[src/rtl/ibex_fp_seq.sv]
// ibex_fp_seq -- sequencer for the multi-cycle bfloat16 FPU in the EX stage.
//
// Takes one FP operation at a time from ID using the enable/select/ready
// handshake shared with the mult/div unit. It registers the operator and
// operands, pulses the FPU start, counts the per-class latency, and holds
// the captured result until ID takes it. A kill abandons the operation in
// flight. Exception flags of retired operations are accumulated as sticky
// fflags.
//
// Ports:
//   clk_i   clock
//   rst_ni  asynchronous reset, active low
//   bus     ibex_fp_seq_if.slave, which carries:
//           - the ID handshake
//           - the FPU request/response
//           - the result and fflags outputs
//
// The package below supplies the FP operator enumeration shared with the
// interface and with ID.

package ibex_pkg;
  typedef enum logic [2:0] {
    FP_ADD = 3'd0,
    FP_SUB = 3'd1,
    FP_MUL = 3'd2,
    FP_DIV = 3'd3,
    FP_MIN = 3'd4,
    FP_MAX = 3'd5,
    FP_CMP = 3'd6,
    FP_CVT = 3'd7
  } fp_alu_op_e;
endpackage

module ibex_fp_seq #(
  parameter int unsigned AddLat = 2,
  parameter int unsigned MulLat = 3,
  parameter int unsigned DivLat = 8
) (
  input  logic         clk_i,
  input  logic         rst_ni,
  ibex_fp_seq_if.slave bus
);
  import ibex_pkg::*;

  typedef enum logic [1:0] {
    S_IDLE = 2'd0,
    S_BUSY = 2'd1,
    S_DONE = 2'd2
  } state_e;

  state_e     r_state;
  state_e     w_state_nxt;
  logic [3:0] r_cnt;
  logic       r_start;
  fp_alu_op_e r_op;
  logic [15:0] r_a;
  logic [15:0] r_b;
  logic [15:0] r_res;
  logic [4:0]  r_fcap;
  logic [4:0]  r_fflags;
  logic        w_accept;
  logic        w_capture;
  logic        w_retire;

  // The counter is preloaded with latency-1 so that it reaches zero in the
  // last BUSY cycle, which is the cycle in which the FPU result is sampled.
  function automatic logic [3:0] lat_m1(input fp_alu_op_e op);
    logic [3:0] v;
    case (op)
      FP_MUL:  v = 4'(MulLat - 1);
      FP_DIV:  v = 4'(DivLat - 1);
      default: v = 4'(AddLat - 1);
    endcase
    return v;
  endfunction

  // Next-state logic and the accept/capture/retire strobes.
  always_comb begin
    w_state_nxt = r_state;
    w_accept    = 1'b0;
    w_capture   = 1'b0;
    w_retire    = 1'b0;
    case (r_state)
      S_IDLE: begin
        if (bus.fp_en_i && bus.fp_sel_i && !bus.fp_kill_i) begin
          w_accept    = 1'b1;
          w_state_nxt = S_BUSY;
        end else begin
          w_state_nxt = S_IDLE;
        end
      end
      S_BUSY: begin
        if (bus.fp_kill_i) begin
          w_state_nxt = S_IDLE;
        end else if (r_cnt == 4'd0) begin
          w_capture   = 1'b1;
          w_state_nxt = S_DONE;
        end else begin
          w_state_nxt = S_BUSY;
        end
      end
      S_DONE: begin
        // When both kill and ready are set, kill wins and the flags are
        // dropped.
        if (bus.fp_kill_i) begin
          w_state_nxt = S_IDLE;
        end else if (bus.fp_ready_id_i) begin
          w_retire    = 1'b1;
          w_state_nxt = S_IDLE;
        end else begin
          w_state_nxt = S_DONE;
        end
      end
      default: begin
        w_state_nxt = S_IDLE;
      end
    endcase
  end

  // State register.
  always_ff @(posedge clk_i or negedge rst_ni) begin
    if (!rst_ni) begin
      r_state <= S_IDLE;
    end else begin
      r_state <= w_state_nxt;
    end
  end

  // Request capture, start pulse and latency counter.
  always_ff @(posedge clk_i or negedge rst_ni) begin
    if (!rst_ni) begin
      r_op    <= FP_ADD;
      r_a     <= 16'h0000;
      r_b     <= 16'h0000;
      r_cnt   <= 4'd0;
      r_start <= 1'b0;
    end else begin
      r_start <= w_accept;
      if (w_accept) begin
        r_op  <= bus.fp_operator_i;
        r_a   <= bus.fp_operand_a_i;
        r_b   <= bus.fp_operand_b_i;
        r_cnt <= lat_m1(bus.fp_operator_i);
      end else if ((r_state == S_BUSY) && (r_cnt != 4'd0)) begin
        r_cnt <= r_cnt - 4'd1;
      end else begin
        r_cnt <= r_cnt;
      end
    end
  end

  // FPU response capture and sticky flag accumulation.
  always_ff @(posedge clk_i or negedge rst_ni) begin
    if (!rst_ni) begin
      r_res    <= 16'h0000;
      r_fcap   <= 5'b00000;
      r_fflags <= 5'b00000;
    end else begin
      if (w_capture) begin
        r_res  <= bus.fpu_result_i;
        r_fcap <= bus.fpu_flags_i;
      end else begin
        r_res  <= r_res;
        r_fcap <= r_fcap;
      end
      // When a clear coincides with a retirement, the retiring flags
      // replace the old ones instead of being dropped.
      if (w_retire) begin
        r_fflags <= bus.fflags_clr_i ? r_fcap : (r_fflags | r_fcap);
      end else if (bus.fflags_clr_i) begin
        r_fflags <= 5'b00000;
      end else begin
        r_fflags <= r_fflags;
      end
    end
  end

  // A kill arriving in the first BUSY cycle suppresses the start pulse,
  // so the FPU never sees a start for an abandoned operation.
  assign bus.fpu_start_o = r_start & ~bus.fp_kill_i;
  assign bus.fpu_op_o    = r_op;
  assign bus.fpu_a_o     = r_a;
  assign bus.fpu_b_o     = r_b;
  assign bus.fp_valid_o  = (r_state == S_DONE);
  assign bus.fp_busy_o   = (r_state != S_IDLE);
  assign bus.fp_result_o = (r_state == S_DONE) ? {16'h0000, r_res} : 32'h0000_0000;
  assign bus.fflags_o    = r_fflags;

endmodule

[src/rtl/ibex_fp_seq_if.sv]
// ibex_fp_seq_if -- bundle for the FP sequencer. It carries three groups of
// signals:
//   - the ID handshake
//   - the FPU request/response
//   - the result and sticky fflags outputs
//
// Modports:
//   slave   the sequencer. It receives the ID and FPU inputs and drives
//           the FPU request and the results.
//   master  the environment, i.e. ID plus the FPU.

interface ibex_fp_seq_if;
  logic                 fp_en_i;
  logic                 fp_sel_i;
  ibex_pkg::fp_alu_op_e fp_operator_i;
  logic [15:0]          fp_operand_a_i;
  logic [15:0]          fp_operand_b_i;
  logic                 fp_ready_id_i;
  logic                 fp_kill_i;
  logic                 fflags_clr_i;
  logic                 fpu_start_o;
  ibex_pkg::fp_alu_op_e fpu_op_o;
  logic [15:0]          fpu_a_o;
  logic [15:0]          fpu_b_o;
  logic [15:0]          fpu_result_i;
  logic [4:0]           fpu_flags_i;
  logic [31:0]          fp_result_o;
  logic                 fp_valid_o;
  logic                 fp_busy_o;
  logic [4:0]           fflags_o;

  modport slave (
    input  fp_en_i, fp_sel_i, fp_operator_i, fp_operand_a_i, fp_operand_b_i,
    input  fp_ready_id_i, fp_kill_i, fflags_clr_i, fpu_result_i, fpu_flags_i,
    output fpu_start_o, fpu_op_o, fpu_a_o, fpu_b_o,
    output fp_result_o, fp_valid_o, fp_busy_o, fflags_o
  );

  modport master (
    output fp_en_i, fp_sel_i, fp_operator_i, fp_operand_a_i, fp_operand_b_i,
    output fp_ready_id_i, fp_kill_i, fflags_clr_i, fpu_result_i, fpu_flags_i,
    input  fpu_start_o, fpu_op_o, fpu_a_o, fpu_b_o,
    input  fp_result_o, fp_valid_o, fp_busy_o, fflags_o
  );
endinterface

[src/flat_wrapper.sv]
// flat-port wrapper written by rule: the top's interface ports become plain ports
module ibex_fp_seq_flat import ibex_pkg::*;
#(
  parameter int unsigned AddLat = 2,
  parameter int unsigned MulLat = 3,
  parameter int unsigned DivLat = 8
)
  (clk_i, rst_ni, bus_fp_en_i, bus_fp_sel_i, bus_fp_operator_i, bus_fp_operand_a_i, bus_fp_operand_b_i, bus_fp_ready_id_i, bus_fp_kill_i, bus_fflags_clr_i, bus_fpu_result_i, bus_fpu_flags_i, bus_fpu_start_o, bus_fpu_op_o, bus_fpu_a_o, bus_fpu_b_o, bus_fp_result_o, bus_fp_valid_o, bus_fp_busy_o, bus_fflags_o);
  ibex_fp_seq_if bus_i ();
  input  logic clk_i;
  input  logic rst_ni;
  input wire logic [$bits(bus_i.fp_en_i)-1:0] bus_fp_en_i;
  input wire logic [$bits(bus_i.fp_sel_i)-1:0] bus_fp_sel_i;
  input wire logic [$bits(bus_i.fp_operator_i)-1:0] bus_fp_operator_i;
  input wire logic [$bits(bus_i.fp_operand_a_i)-1:0] bus_fp_operand_a_i;
  input wire logic [$bits(bus_i.fp_operand_b_i)-1:0] bus_fp_operand_b_i;
  input wire logic [$bits(bus_i.fp_ready_id_i)-1:0] bus_fp_ready_id_i;
  input wire logic [$bits(bus_i.fp_kill_i)-1:0] bus_fp_kill_i;
  input wire logic [$bits(bus_i.fflags_clr_i)-1:0] bus_fflags_clr_i;
  input wire logic [$bits(bus_i.fpu_result_i)-1:0] bus_fpu_result_i;
  input wire logic [$bits(bus_i.fpu_flags_i)-1:0] bus_fpu_flags_i;
  output wire logic [$bits(bus_i.fpu_start_o)-1:0] bus_fpu_start_o;
  output wire logic [$bits(bus_i.fpu_op_o)-1:0] bus_fpu_op_o;
  output wire logic [$bits(bus_i.fpu_a_o)-1:0] bus_fpu_a_o;
  output wire logic [$bits(bus_i.fpu_b_o)-1:0] bus_fpu_b_o;
  output wire logic [$bits(bus_i.fp_result_o)-1:0] bus_fp_result_o;
  output wire logic [$bits(bus_i.fp_valid_o)-1:0] bus_fp_valid_o;
  output wire logic [$bits(bus_i.fp_busy_o)-1:0] bus_fp_busy_o;
  output wire logic [$bits(bus_i.fflags_o)-1:0] bus_fflags_o;
  assign bus_i.fp_en_i = bus_fp_en_i;
  assign bus_i.fp_sel_i = bus_fp_sel_i;
  assign bus_i.fp_operator_i = bus_fp_operator_i;
  assign bus_i.fp_operand_a_i = bus_fp_operand_a_i;
  assign bus_i.fp_operand_b_i = bus_fp_operand_b_i;
  assign bus_i.fp_ready_id_i = bus_fp_ready_id_i;
  assign bus_i.fp_kill_i = bus_fp_kill_i;
  assign bus_i.fflags_clr_i = bus_fflags_clr_i;
  assign bus_i.fpu_result_i = bus_fpu_result_i;
  assign bus_i.fpu_flags_i = bus_fpu_flags_i;
  assign bus_fpu_start_o = bus_i.fpu_start_o;
  assign bus_fpu_op_o = bus_i.fpu_op_o;
  assign bus_fpu_a_o = bus_i.fpu_a_o;
  assign bus_fpu_b_o = bus_i.fpu_b_o;
  assign bus_fp_result_o = bus_i.fp_result_o;
  assign bus_fp_valid_o = bus_i.fp_valid_o;
  assign bus_fp_busy_o = bus_i.fp_busy_o;
  assign bus_fflags_o = bus_i.fflags_o;
  ibex_fp_seq #(.AddLat(AddLat), .MulLat(MulLat), .DivLat(DivLat)) u_core (.clk_i(clk_i), .rst_ni(rst_ni), .bus(bus_i));
endmodule
[config.mk]
export PLATFORM = sky130hd
export DESIGN_NAME = ibex_fp_seq_flat
export DESIGN_NICKNAME = d
export VERILOG_FILES = /design/src/rtl/ibex_fp_seq.sv /design/src/rtl/ibex_fp_seq_if.sv /design/src/flat_wrapper.sv
export SDC_FILE = /design/constraint.sdc
export NUM_CORES = 1
export LEC_CHECK = 0
export ABC_AREA = 1
export CAP_MARGIN = 10
export CELL_PAD_IN_SITES_DETAIL_PLACEMENT = 0
export CELL_PAD_IN_SITES_GLOBAL_PLACEMENT = 1
export CORE_ASPECT_RATIO = 1.1
export CORE_MARGIN = 2
export CORE_UTILIZATION = 27
export DETAILED_ROUTE_END_ITERATION = 10
export PLACE_DENSITY_LB_ADDON = 0.1
export SYNTH_ARGS = -nofsm -noshare
export SYNTH_HDL_FRONTEND = slang
export SYNTH_SLANG_ARGS = --single-unit
[constraint.sdc]
create_clock -name clk_i -period 1.3 [get_ports clk_i]
set_input_delay 0.26 -clock clk_i [delete_from_list [all_inputs] [get_ports clk_i]]
set_output_delay 0.26 -clock clk_i [all_outputs]
set_load 0.03 [all_outputs]
==> impl_metrics.json <==
{
  "netlist_top_cells_area": "dfrtp_1 54%, nand2_1 17%, inv_1 7.1%, o21ai_2 5.8%, buf_4 4.5%",
  "crit_path_start_kind": "register",
  "slew_viol_final": 0,
  "ys_dominant_reg_cell": "dfrtp_1",
  "violations": "negative setup slack",
  "hold_viol": 0,
  "syn_inst": 373,
  "antenna_found_initial": 0,
  "power_frac_clock_pct": 26.3,
  "die_y_um": 117,
  "io_pins": 138,
  "synth_top_family_by_area": "simple AND/OR/NAND/NOR gates",
  "viasPerCell": 4.05,
  "clock_latency_ns": 0.33,
  "synth_edf_count": 0,
  "cts.htree.levels": 3,
  "fp.dieW_um": 107,
  "gp_congestion": 0.741,
  "routedWlPerCell_um": 12.7,
  "yosys_warnings": 0,
  "fin_area_um2": 5550,
  "setup_viol": 34,
  "layout.nets": 589,
  "vdd_drop_max_mv": 0.839,
  "die_area_um2": 12600,
  "clockRootBuffer": "clkbuf_16",
  "clk_pin_slew_ns": 0.05,
  "synth_compound_gate_area_share_pct": 7.53,
  "vias": 2756,
  "rows": 41,
  "drive_gt1_share_pct": 34.7,
  "synth.area.mux_share_pct": 0,
  "gr-usage-all-layers_pct": 13.8,
  "synthDistinctLibCells": 20,
  "drt_iter0_markers": 77,
  "synth.cells.most_frequent": "146 x nand2_1, 68 x dfrtp_1, 60 x inv_1",
  "intPower_w": 0.00613,
  "grt_overflow_total": 0,
  "dp_hpwl_um": 5660,
  "ys_ff_latch": 68,
  "reg2reg_from": "u_core.r_state[0]$_DFF_PN0_",
  "maxCapViolations": 0,
  "timing_worst_setup_path_type": "register to primary output",
  "critical_path_buf_inv_count": 3,
  "hold_ws_ns": 0.463,
  "placed_area_um2": 4660,
  "cts_sinks": 68,
  "worstReg2RegEnd": "u_core.bus.fpu_a_o[6]$_DFFE_PN0N_",
  "slowest_stage": "dfrtp_2",
  "timing.fmax_mhz": 642,
  "synth-simple-area-share_pct": 23.7,
  "synth_area_um2": 3160,
  "power.density_nw_per_um2": 1730,
  "comb_power_share_pct": 39.2,
  "grt_pass1_wl_um": 13700,
  "grt_max_degree": 69,
  "syn_area_per_cell_um2": 8.47,
  "num_antenna_cells": 0,
  "rrSetupSlack_ns": -0.02,
  "p_seq_share_pct": 34.5,
  "p_sw_share_pct": 36.0,
  "worstPathCellList": "nor2_4 > buf_12 > inv_12 > nor2_4 > buf_6",
  "ys_async_sr_fraction_pct": 100,
  "fillers": 1114,
  "status": "finished, violations left",
  "core_area_um2": 11400,
  "initial_core_util_pct": 27.6,
  "synthXorXnorAreaFrac_pct": 0,
  "cts_buffers": 9,
  "ys_seq_area_share_pct": 53.9,
  "layout_setup_ws_ns": -0.258,
  "clock_path_buffers": 2,
  "end_kind": "primary output",
  "hold_class": "input pin to asynchronous set/reset pin",
  "finalCritPeriodShare_pct": 120,
  "route.detailed.drc": 0,
  "cp_common_cell": "nor2_4",
  "worst-path-max-fanout": 9,
  "rsz0062_at_grt": "true",
  "period_minus_slack_ns": 1.56,
  "cts_tree": "yes",
  "p_leak_nw": 2.71,
  "worst_path_largest_cell_delay_ns": 0.42,
  "p_switching_w": 0.00345,
  "yosys.cell_count.top_type": "nand2_1",
  "cp_data_arrival_time_ns": 1.30,
  "critPathRequiredTime_ns": 1.04,
  "grt_pass1_vias": 2854,
  "reg2reg_depth": 8,
  "synth_top_area_share_pct": 53.9,
  "drtAntennaViolNets": 0,
  "first_pass_iters": 4,
  "port_buffers": 121,
  "cp_top_family": "flip-flops",
  "syn2layout_area_growth_pct": 75.8,
  "finalWirelength_um": 8610,
  "synth_fa_ha_area_share_pct": 0.396,
  "synth.largest_area_cell": "dfrtp_1",
  "skew_ns": 0.00723
}
## tightest hold or removal path, cell delays in order
cell           delay [ns]
dlygate4sd3_1        0.53
buf_4                0.11
buf_12               0.29
## state kept, by name (all words and copies together), names as in the netlist
| signal | flops |
|---|---|
| u_core.bus.fflags_o | 5 |
| u_core.bus.fpu_a_o | 16 |
| u_core.bus.fpu_b_o | 16 |
| u_core.bus.fpu_op_o | 3 |
| u_core.r_cnt | 4 |
| u_core.r_fcap | 5 |
| u_core.r_res | 16 |
| u_core.r_start | 1 |
| u_core.r_state | 2 |
## cells in the final DEF, fill, tap and decap left out, drive strengths merged
master / count
a21oi: 1
buf: 69
bufinv: 1
clkbuf: 19
clkdlybuf4s15: 15
clkdlybuf4s50: 60
clkinv: 3
conb: 16
dfrtp: 68
dlygate4sd2: 1
dlygate4sd3: 1
ha: 1
inv: 63
nand2: 148
nand3: 9
nand4: 3
nor2: 23
o21ai: 23
o22ai: 5
o31ai: 1
## power by group through the flow
stage	combinational (W)	sequential, W	clock (W)
floorplan	0.00146	0.00376	0
global placement	0.00333	0.00323	0
detailed placement	0.00337	0.00322	0
CTS	0.00351	0.00321	0.00260
global route	0.00408	0.00340	0.00269
finish	0.00375	0.00331	0.00252
## routing by layer
layer,GRT usage [%],wire [um],vias to the layer above,share of wire (%)
li1,-,-,1389,-
met1,16.3,3600,1276,42
met2,22.8,4200,80,49
met3,5.11,675,11,7.8
met4,5.36,131,0,1.5
met5,0,0,-,0
## logic make-up after synthesis
family,Yosys count
simple gates,182
buf+inv,91
flops,68
compound gates,30
fa+ha+maj,1
other cells,1
## how the worst max path moves through the flow
stage	from	slack [ns]	depth (start not counted)	endpoint
floorplan	u_core.r_state[1]$_DFF_PN0_	-0.14	5	bus_fp_result_o[10]
global placement	bus_fp_kill_i	-0.29	4	bus_fpu_start_o
detailed placement	bus_fp_kill_i	-0.28	4	bus_fpu_start_o
CTS	u_core.r_state[1]$_DFF_PN0_	-0.30	5	bus_fp_result_o[15]
global route	u_core.r_state[0]$_DFF_PN0_	-0.30	5	bus_fp_result_o[3]
finish	u_core.r_state[0]$_DFF_PN0_	-0.26	5	bus_fp_result_o[3]
## area by class of cell
type	count	area [um^2]	area share (%)
Sequential cell	68	1700	30.7
Multi-Input combinational cell	230	1350	24.3
Tap cell	150	188	3.38
Timing Repair inverter	1	11.3	0.203
Clock buffer	13	270	4.87
Clock inverter	3	43.8	0.789
Timing Repair Buffer	152	1730	31.1
Inverter	63	262	4.71
## per-stage QoR
stage                     setup TNS, ns  power [W]  instances  util, %  setup WS (ns)
after CTS                         -4.55    0.00932        673     45.5         -0.297
after detailed placement         -14.79    0.00659        650     40.8         -0.281
after floorplan                   -1.47    0.00522        388        -         -0.139
after global routing              -8.52     0.0102        680     48.5         -0.300
final                             -4.45    0.00958        680     48.5         -0.258
after global placement           -14.26    0.00656        650     40.8         -0.286
## timing repair
item,4_1_cts,5_1_grt
setup endpoints to repair,63,84
pin swaps,0,3
gates resized for setup,83,55
hold endpoints to repair,68,0
hold buffers,1,0
setup buffers,4,1
gates cloned,2,7
Note: power is estimated with default switching activity, not from simulation.
